--- src/rtl/muldiv_sequencer.sv ---
`default_nettype none
// ============================================================================
// muldiv_sequencer : radix-2 multi-cycle MULT/MULTU/DIV/DIVU unit owning HI/LO
// Revision: 1.0
// ============================================================================
module muldiv_sequencer #(
  parameter int WIDTH = 32
) (
  input  logic             clk,
  input  logic             rst,
  input  logic             start,
  input  logic [1:0]       op,
  input  logic [WIDTH-1:0] a,
  input  logic [WIDTH-1:0] b,
  input  logic             rd_req,
  input  logic             mthi_we,
  input  logic             mtlo_we,
  input  logic [WIDTH-1:0] wdata,
  output logic [WIDTH-1:0] hi,
  output logic [WIDTH-1:0] lo,
  output logic             busy,
  output logic             done,
  output logic             stall
);

  localparam int CW = (WIDTH > 1) ? $clog2(WIDTH) : 1;
  localparam logic [CW-1:0] c_LAST = CW'(WIDTH - 1);

  typedef enum logic [1:0] {
    IDLE = 2'd0,
    RUN  = 2'd1,
    FIX  = 2'd2
  } state_t;

  state_t r_state, w_next;

  logic [WIDTH-1:0]   r_hi, r_lo;
  logic               r_done;
  logic [CW-1:0]      r_cnt;
  logic               r_is_div, r_neg_q, r_neg_r, r_b_zero;
  logic [WIDTH-1:0]   r_a_raw;
  // multiplicand for multiply, divisor for divide
  logic [WIDTH-1:0]   r_opnd;
  logic [2*WIDTH-1:0] r_acc;

  logic               w_signed, w_a_neg, w_b_neg;
  logic [WIDTH-1:0]   w_abs_a, w_abs_b;
  logic [WIDTH:0]     w_mul_sum, w_div_diff;
  logic [2*WIDTH-1:0] w_mul_next, w_div_next, w_acc_neg;
  logic [WIDTH-1:0]   w_quot, w_rem;

  assign w_signed = ~op[0];
  assign w_a_neg  = w_signed & a[WIDTH-1];
  assign w_b_neg  = w_signed & b[WIDTH-1];
  assign w_abs_a  = w_a_neg ? -a : a;
  assign w_abs_b  = w_b_neg ? -b : b;

  // shift-add: add multiplicand into the upper half on multiplier LSB, then shift right
  assign w_mul_sum  = {1'b0, r_acc[2*WIDTH-1:WIDTH]} + (r_acc[0] ? {1'b0, r_opnd} : '0);
  assign w_mul_next = {w_mul_sum, r_acc[WIDTH-1:1]};

  // restoring step: shifted remainder needs one extra bit for the compare
  assign w_div_diff = r_acc[2*WIDTH-1:WIDTH-1] - {1'b0, r_opnd};
  assign w_div_next = w_div_diff[WIDTH] ? {r_acc[2*WIDTH-2:0], 1'b0}
                                        : {w_div_diff[WIDTH-1:0], r_acc[WIDTH-2:0], 1'b1};

  assign w_acc_neg = -r_acc;
  assign w_quot    = r_acc[WIDTH-1:0];
  assign w_rem     = r_acc[2*WIDTH-1:WIDTH];

  always_ff @(posedge clk or posedge rst) begin
    if (rst) r_state <= IDLE;
    else     r_state <= w_next;
  end

  always_comb begin
    w_next = r_state;
    case (r_state)
      IDLE:    if (start) w_next = RUN;
      RUN:     if (r_cnt == c_LAST) w_next = FIX;
      FIX:     w_next = IDLE;
      default: w_next = IDLE;
    endcase
  end

  always_ff @(posedge clk or posedge rst) begin
    if (rst) begin
      r_hi     <= '0;
      r_lo     <= '0;
      r_done   <= 1'b0;
      r_cnt    <= '0;
      r_is_div <= 1'b0;
      r_neg_q  <= 1'b0;
      r_neg_r  <= 1'b0;
      r_b_zero <= 1'b0;
      r_a_raw  <= '0;
      r_opnd   <= '0;
      r_acc    <= '0;
    end else begin
      r_done <= 1'b0;
      case (r_state)
        IDLE: begin
          if (mthi_we) r_hi <= wdata;
          if (mtlo_we) r_lo <= wdata;
          if (start) begin
            r_is_div <= op[1];
            r_neg_q  <= w_a_neg ^ w_b_neg;
            r_neg_r  <= w_a_neg;
            r_b_zero <= (b == '0);
            r_a_raw  <= a;
            r_cnt    <= '0;
            r_opnd   <= op[1] ? w_abs_b : w_abs_a;
            r_acc    <= {{WIDTH{1'b0}}, (op[1] ? w_abs_a : w_abs_b)};
          end
        end
        RUN: begin
          r_cnt <= r_cnt + 1'b1;
          r_acc <= r_is_div ? w_div_next : w_mul_next;
        end
        FIX: begin
          r_done <= 1'b1;
          if (!r_is_div) begin
            {r_hi, r_lo} <= r_neg_q ? w_acc_neg : r_acc;
          end else if (r_b_zero) begin
            r_lo <= '1;
            r_hi <= r_a_raw;
          end else begin
            r_lo <= r_neg_q ? -w_quot : w_quot;
            r_hi <= r_neg_r ? -w_rem : w_rem;
          end
        end
        default: ;
      endcase
    end
  end

  assign hi    = r_hi;
  assign lo    = r_lo;
  assign done  = r_done;
  assign busy  = (r_state != IDLE);
  assign stall = busy & (rd_req | start | mthi_we | mtlo_we);

endmodule
`default_nettype wire

--- config.mk ---
export PLATFORM = sky130hd
export DESIGN_NAME = muldiv_sequencer
export DESIGN_NICKNAME = d
export VERILOG_FILES = /design/src/rtl/muldiv_sequencer.sv
export SDC_FILE = /design/constraint.sdc
export NUM_CORES = 1
export LEC_CHECK = 0
export CAP_MARGIN = 40
export CORE_ASPECT_RATIO = 1.2
export CORE_MARGIN = 1
export CORE_UTILIZATION = 63
export CTS_CLUSTER_DIAMETER = 50
export DETAILED_ROUTE_END_ITERATION = 10
export PLACE_DENSITY = 0.87
export SKIP_CTS_REPAIR_TIMING = 1
export SYNTH_ARGS = -nofsm -noshare
export SYNTH_HDL_FRONTEND = slang
export SYNTH_SLANG_ARGS = --single-unit
export TNS_END_PERCENT = 1
--- constraint.sdc ---
create_clock -name clk -period 21.8 [get_ports clk]
set_input_delay 4.36 -clock clk [delete_from_list [all_inputs] [get_ports clk]]
set_output_delay 4.36 -clock clk [all_outputs]
set_load 0.005 [all_outputs]
== Word level (Yosys, flattened, before mapping) ==
Cells that the tools add are included.
Word-level totals
  flip-flop bits (word level): 204
  output and inout bits: 67
  input port bits: 104
  logic and storage cells: 71
Cells by class
  add/sub/neg operators: 8
  multiplexer cells: 26
  equality and inequality tests: 7
  bitwise gates (word level): 8
  reductions and logical operators: 10
Operator list (count)
  $mux 32: 13
  $mux 64: 4
  $neg 32->32: 4
  $pmux 32 s2: 2
  $pmux 64 s2: 1
  $neg 64->64: 1
  $add 32x32->33: 1
  $sub 33x32->33: 1
  $logic_not 32->1: 1
  $pmux 5 s2: 1
  $reduce_and 2->1: 5
  $ne 2x2->1 const B: 4
  $reduce_bool 2->1: 3
  $add 5x1->5 const B: 1
  $eq 5x5->1 const B: 1
  $mux 5: 1
  $mux 2: 2
  $pmux 2 s2: 1
  $and 1x1->1: 3
  $or 1x1->1: 3
  $eq 2x1->1 const B: 1
  $eq 2x2->1 const B: 1
  $logic_not 2->1: 1
  $mux 1: 1
  2 further kinds: 2

== Longest topological paths before layout ==
  word-level depth: 6
  depth in mapped cells: 16
  depth with buffers taken out: 14

== Worst setup path after synthesis ==
No wires, ideal clock.
  path type: input to output
  start point: in start
  end point: out stall
  path buffers: 0
  data arrival time: 4677 ps
  data required time: 17440 ps
  cell stages on the path: 2
  path slack: 12763 ps
  cell sequence: nor4_1 -> nor2_1
On the way
  cells in the longest elaborated chain, start to end: 4
RTL lines
  from (decl): RTL line 11  | input logic start,
  $or 1x1->1 (3 in series): RTL line 141  | assign stall = busy & (rd_req | start | mthi_we | mtlo_we);
  $and 1x1->1: RTL line 141
  to (decl): RTL line 23  | output logic stall
Every way passes these cells.

== Final worst setup path ==
Same ends and word-level chain as after synthesis.

==> results.json <==
{
  "status": "finished, final reports clean",
  "die_area_sq_mm": 0.0271,
  "syn_nets": 2313,
  "die_w_um": 150,
  "synth_flop_cell": "dfrtp_1",
  "switching_power_w": 0.00157,
  "firstDrtPassIters": 6,
  "p_per_area_mw_per_mm2": 168,
  "tritoncts": "done",
  "comb_power_share": 0.594,
  "seqPwrFrac": 0.255,
  "period_share": 0.479,
  "syn_inst": 2137,
  "cp.arrival_ns": 6.08,
  "worst_slew_pin_slew_ns": 1.00,
  "yosysWarningCount": 0,
  "critical_path.startpoint_type": "input pin",
  "clock-sinks": 204,
  "r2r_start": "r_acc[40]",
  "synth.distinct_cells": 81,
  "cellLeakagePower_nw": 8.29,
  "drc": 0,
  "max_freq_ghz": 0.0958,
  "setup_violations": 0,
  "clock_latency_ns": 0.54,
  "areaGrowthSynthToFinish_pct": 16.7,
  "drt_iter0_drc": 2016,
  "hold_class": "reg2reg",
  "grt_pass1_vias": 16602,
  "worst-r2r-setup-slack_ns": 17.70,
  "rsz0062_at_grt": "false",
  "multi_input_area_sq_mm": 0.0107,
  "grt.met2_usage": 0.689,
  "final_layout_size_suffix_gt1_frac": 0.0520,
  "core-area_sq_mm": 0.0257,
  "gr-max-usage-layer": "met2",
  "hold_slack_ns": 0.477,
  "placed_area_sq_mm": 0.0185,
  "yosysTopAreaCellShare": 0.306,
  "hold_viol_final": 0,
  "startpoint": "start",
  "slew_viol_final": 0,
  "worstSetupPathType": "in2out",
  "clock_skew_ns": 0.0114,
  "grt_use_total": 0.441,
  "hpwl_um": 44700,
  "rows": 64,
  "ys_ff_latch": 204,
  "syn_area_sq_mm": 0.0167,
  "synth_edf_count": 0,
  "wl_per_cell_um": 23.3,
  "die_h_um": 180,
  "postRouteAntennaNets": 0,
  "r2r_end": "r_acc[62]",
  "synth_top_area_cell": "dfrtp_1",
  "cts_root_buffer": "clkbuf_16",
  "nets": 2389,
  "p_clk_frac": 0.151,
  "num_antenna_cells": 0,
  "irDropWorstVdd_mv": 0.0797,
  "syn_area_per_cell_sq_um": 7.80,
  "r2r_cells": 11,
  "met3_usage": 0.0911,
  "cp-endpoint": "stall",
  "synthArstFlopShare": 1.00,
  "drv_cap": 0,
  "cts-buffers-inserted": 26,
  "grt_pass1_wl_um": 92200,
  "cp.required_ns": 17.44,
  "grt_max_degree": 103,
  "start_util": 0.648,
  "ys_seq_area_frac": 0.306,
  "total_power_w": 0.00327,
  "vias_per_cell": 6.85,
  "seq_area_sq_mm": 0.00511,
  "io_pins": 171,
  "placed_cells": 2514,
  "vias": 17542,
  "gp_congestion": 0.998,
  "fin_crit_ns": 10.44,
  "fillers": 1940,
  "path_clk_slew_ns": 0.06,
  "maxSlewHeadroom": 0.331,
  "grt_use_met1": 0.557,
  "path_max_fanout": 3,
  "io_buffers": 170,
  "critPathCaptureType": "output pin",
  "ctsLongestPathBuffers": 3,
  "antenna_found_initial": 3,
  "grt-ovfl-total": 0,
  "p_int_w": 0.00170,
  "p_sw_frac": 0.480,
  "synthTopCellsByArea": "dfrtp_1 31%, nand2_1 6.9%, o21ai_0 6.3%",
  "finalInstanceArea_sq_mm": 0.0194,
  "fin_cells": 2562,
  "fin_tns_setup_ns": 0,
  "totalWireLength_um": 59800,
  "htree_levels": 1
}
## worst min path at each step
stage / startpoint / endpoint / slack [ns] / cells after the start
after floorplan: r_a_raw[16] / r_a_raw[16] / 0.44 / 2
after global placement: r_a_raw[18] / r_a_raw[18] / 0.46 / 2
after detailed placement: lo[31] / lo[31] / 0.47 / 1
after CTS: lo[31] / lo[31] / 0.48 / 1
after global routing: lo[31] / lo[31] / 0.49 / 1
final: r_opnd[21] / r_opnd[21] / 0.48 / 2
## power groups by stage
stage	logic (W)	clock network (W)	registers [W]
2_1_floorplan	0.00139	0	0.000691
3_3_place_gp	0.00182	0	0.000809
3_5_place_dp	0.00188	0	0.000820
4_1_cts	0.00190	0.000493	0.000817
5_1_grt	0.00212	0.000508	0.000844
6_report	0.00194	0.000493	0.000834
## cells in the final DEF, fill, tap and decap left out, types with 9 or more instances in the layout
cell             synthesis  routed
o21ai_0                210     210
a31oi_1                 23      23
o21bai_1                11      10
buf_4                    0      20
inv_1                   72      71
a211oi_1                64      64
nand2b_1                21      21
or3_1                   15      15
nor2_1                 175     174
dfrtp_1                204     203
clkbuf_16                0      27
nor3_1                  33      33
o211ai_1                25      25
nor4_1                  15      15
a21oi_1                171     171
a21o_1                  41      41
clkdlybuf4s50_1          0     169
a22oi_1                 26      26
o22ai_1                 40      40
o41ai_1                 10      10
o31ai_1                 22      22
xnor2_1                 91      91
xor2_1                  71      71
mux2i_1                 60      60
o221ai_1                 9       9
nand4_1                  9       9
nand3_1                 29      29
nor2b_1                 14      13
and3_1                  15      15
ha_1                    70      70
nand2_1                305     304
## state kept, by name, indices dropped and copies added (netlist names), 2 cells and up
signal and cells:
lo 32, r_opnd 32, r_state 2, r_acc 64
r_a_raw 32, r_cnt 5, hi 32
## cell families after synthesis
family,Yosys count,share of synthesized area
simple gates,689,0.190
fa+ha+maj,72,0.0550
compound gates,721,0.271
buf+inv,221,0.0517
mux,68,0.0415
xor+xnor,162,0.0852
flops,204,0.306
## critical path: stages
cell             delay, ns
clkdlybuf4s50_1       0.48
nor4_1                0.47
clkbuf_2              0.23
nor2_1                0.04
clkdlybuf4s50_1       0.50
## Yosys cell counts (29+ instances only)
cell	count
nand2_1	305
nand3_1	29
o21ai_0	210
ha_1	70
xor2_1	71
clkbuf_1	122
a21oi_1	171
nor3_1	33
xnor2_1	91
a21o_1	41
o22ai_1	40
inv_1	72
dfrtp_1	204
nor2_1	175
mux2i_1	60
a211oi_1	64
## per-layer routing
metal,part of all wire,up-vias,routed length (um)
met5,0.00065,-,39
met4,0.070,6,4190
met3,0.10,233,5960
met2,0.45,1062,27200
met1,0.38,8373,22500
li1,-,7868,-
## layout make-up
cell class | count | share of cell area
clock buffer | 32 | 0.0378
tap | 330 | 0.0212
inverter | 74 | 0.0147
multi-input combinational | 1712 | 0.551
timing repair buffer | 195 | 0.0991
clock inverter | 15 | 0.0132
sequential | 204 | 0.263
## stage by stage
step | worst slack [ns] | utilization
finish | 11.36 | 0.757
global route | 11.28 | 0.757
CTS | 11.42 | 0.756
detailed placement | 11.43 | 0.718
global placement | 11.45 | 0.715
floorplan | 11.87 | -
Note: power is estimated with default switching activity, not from simulation.
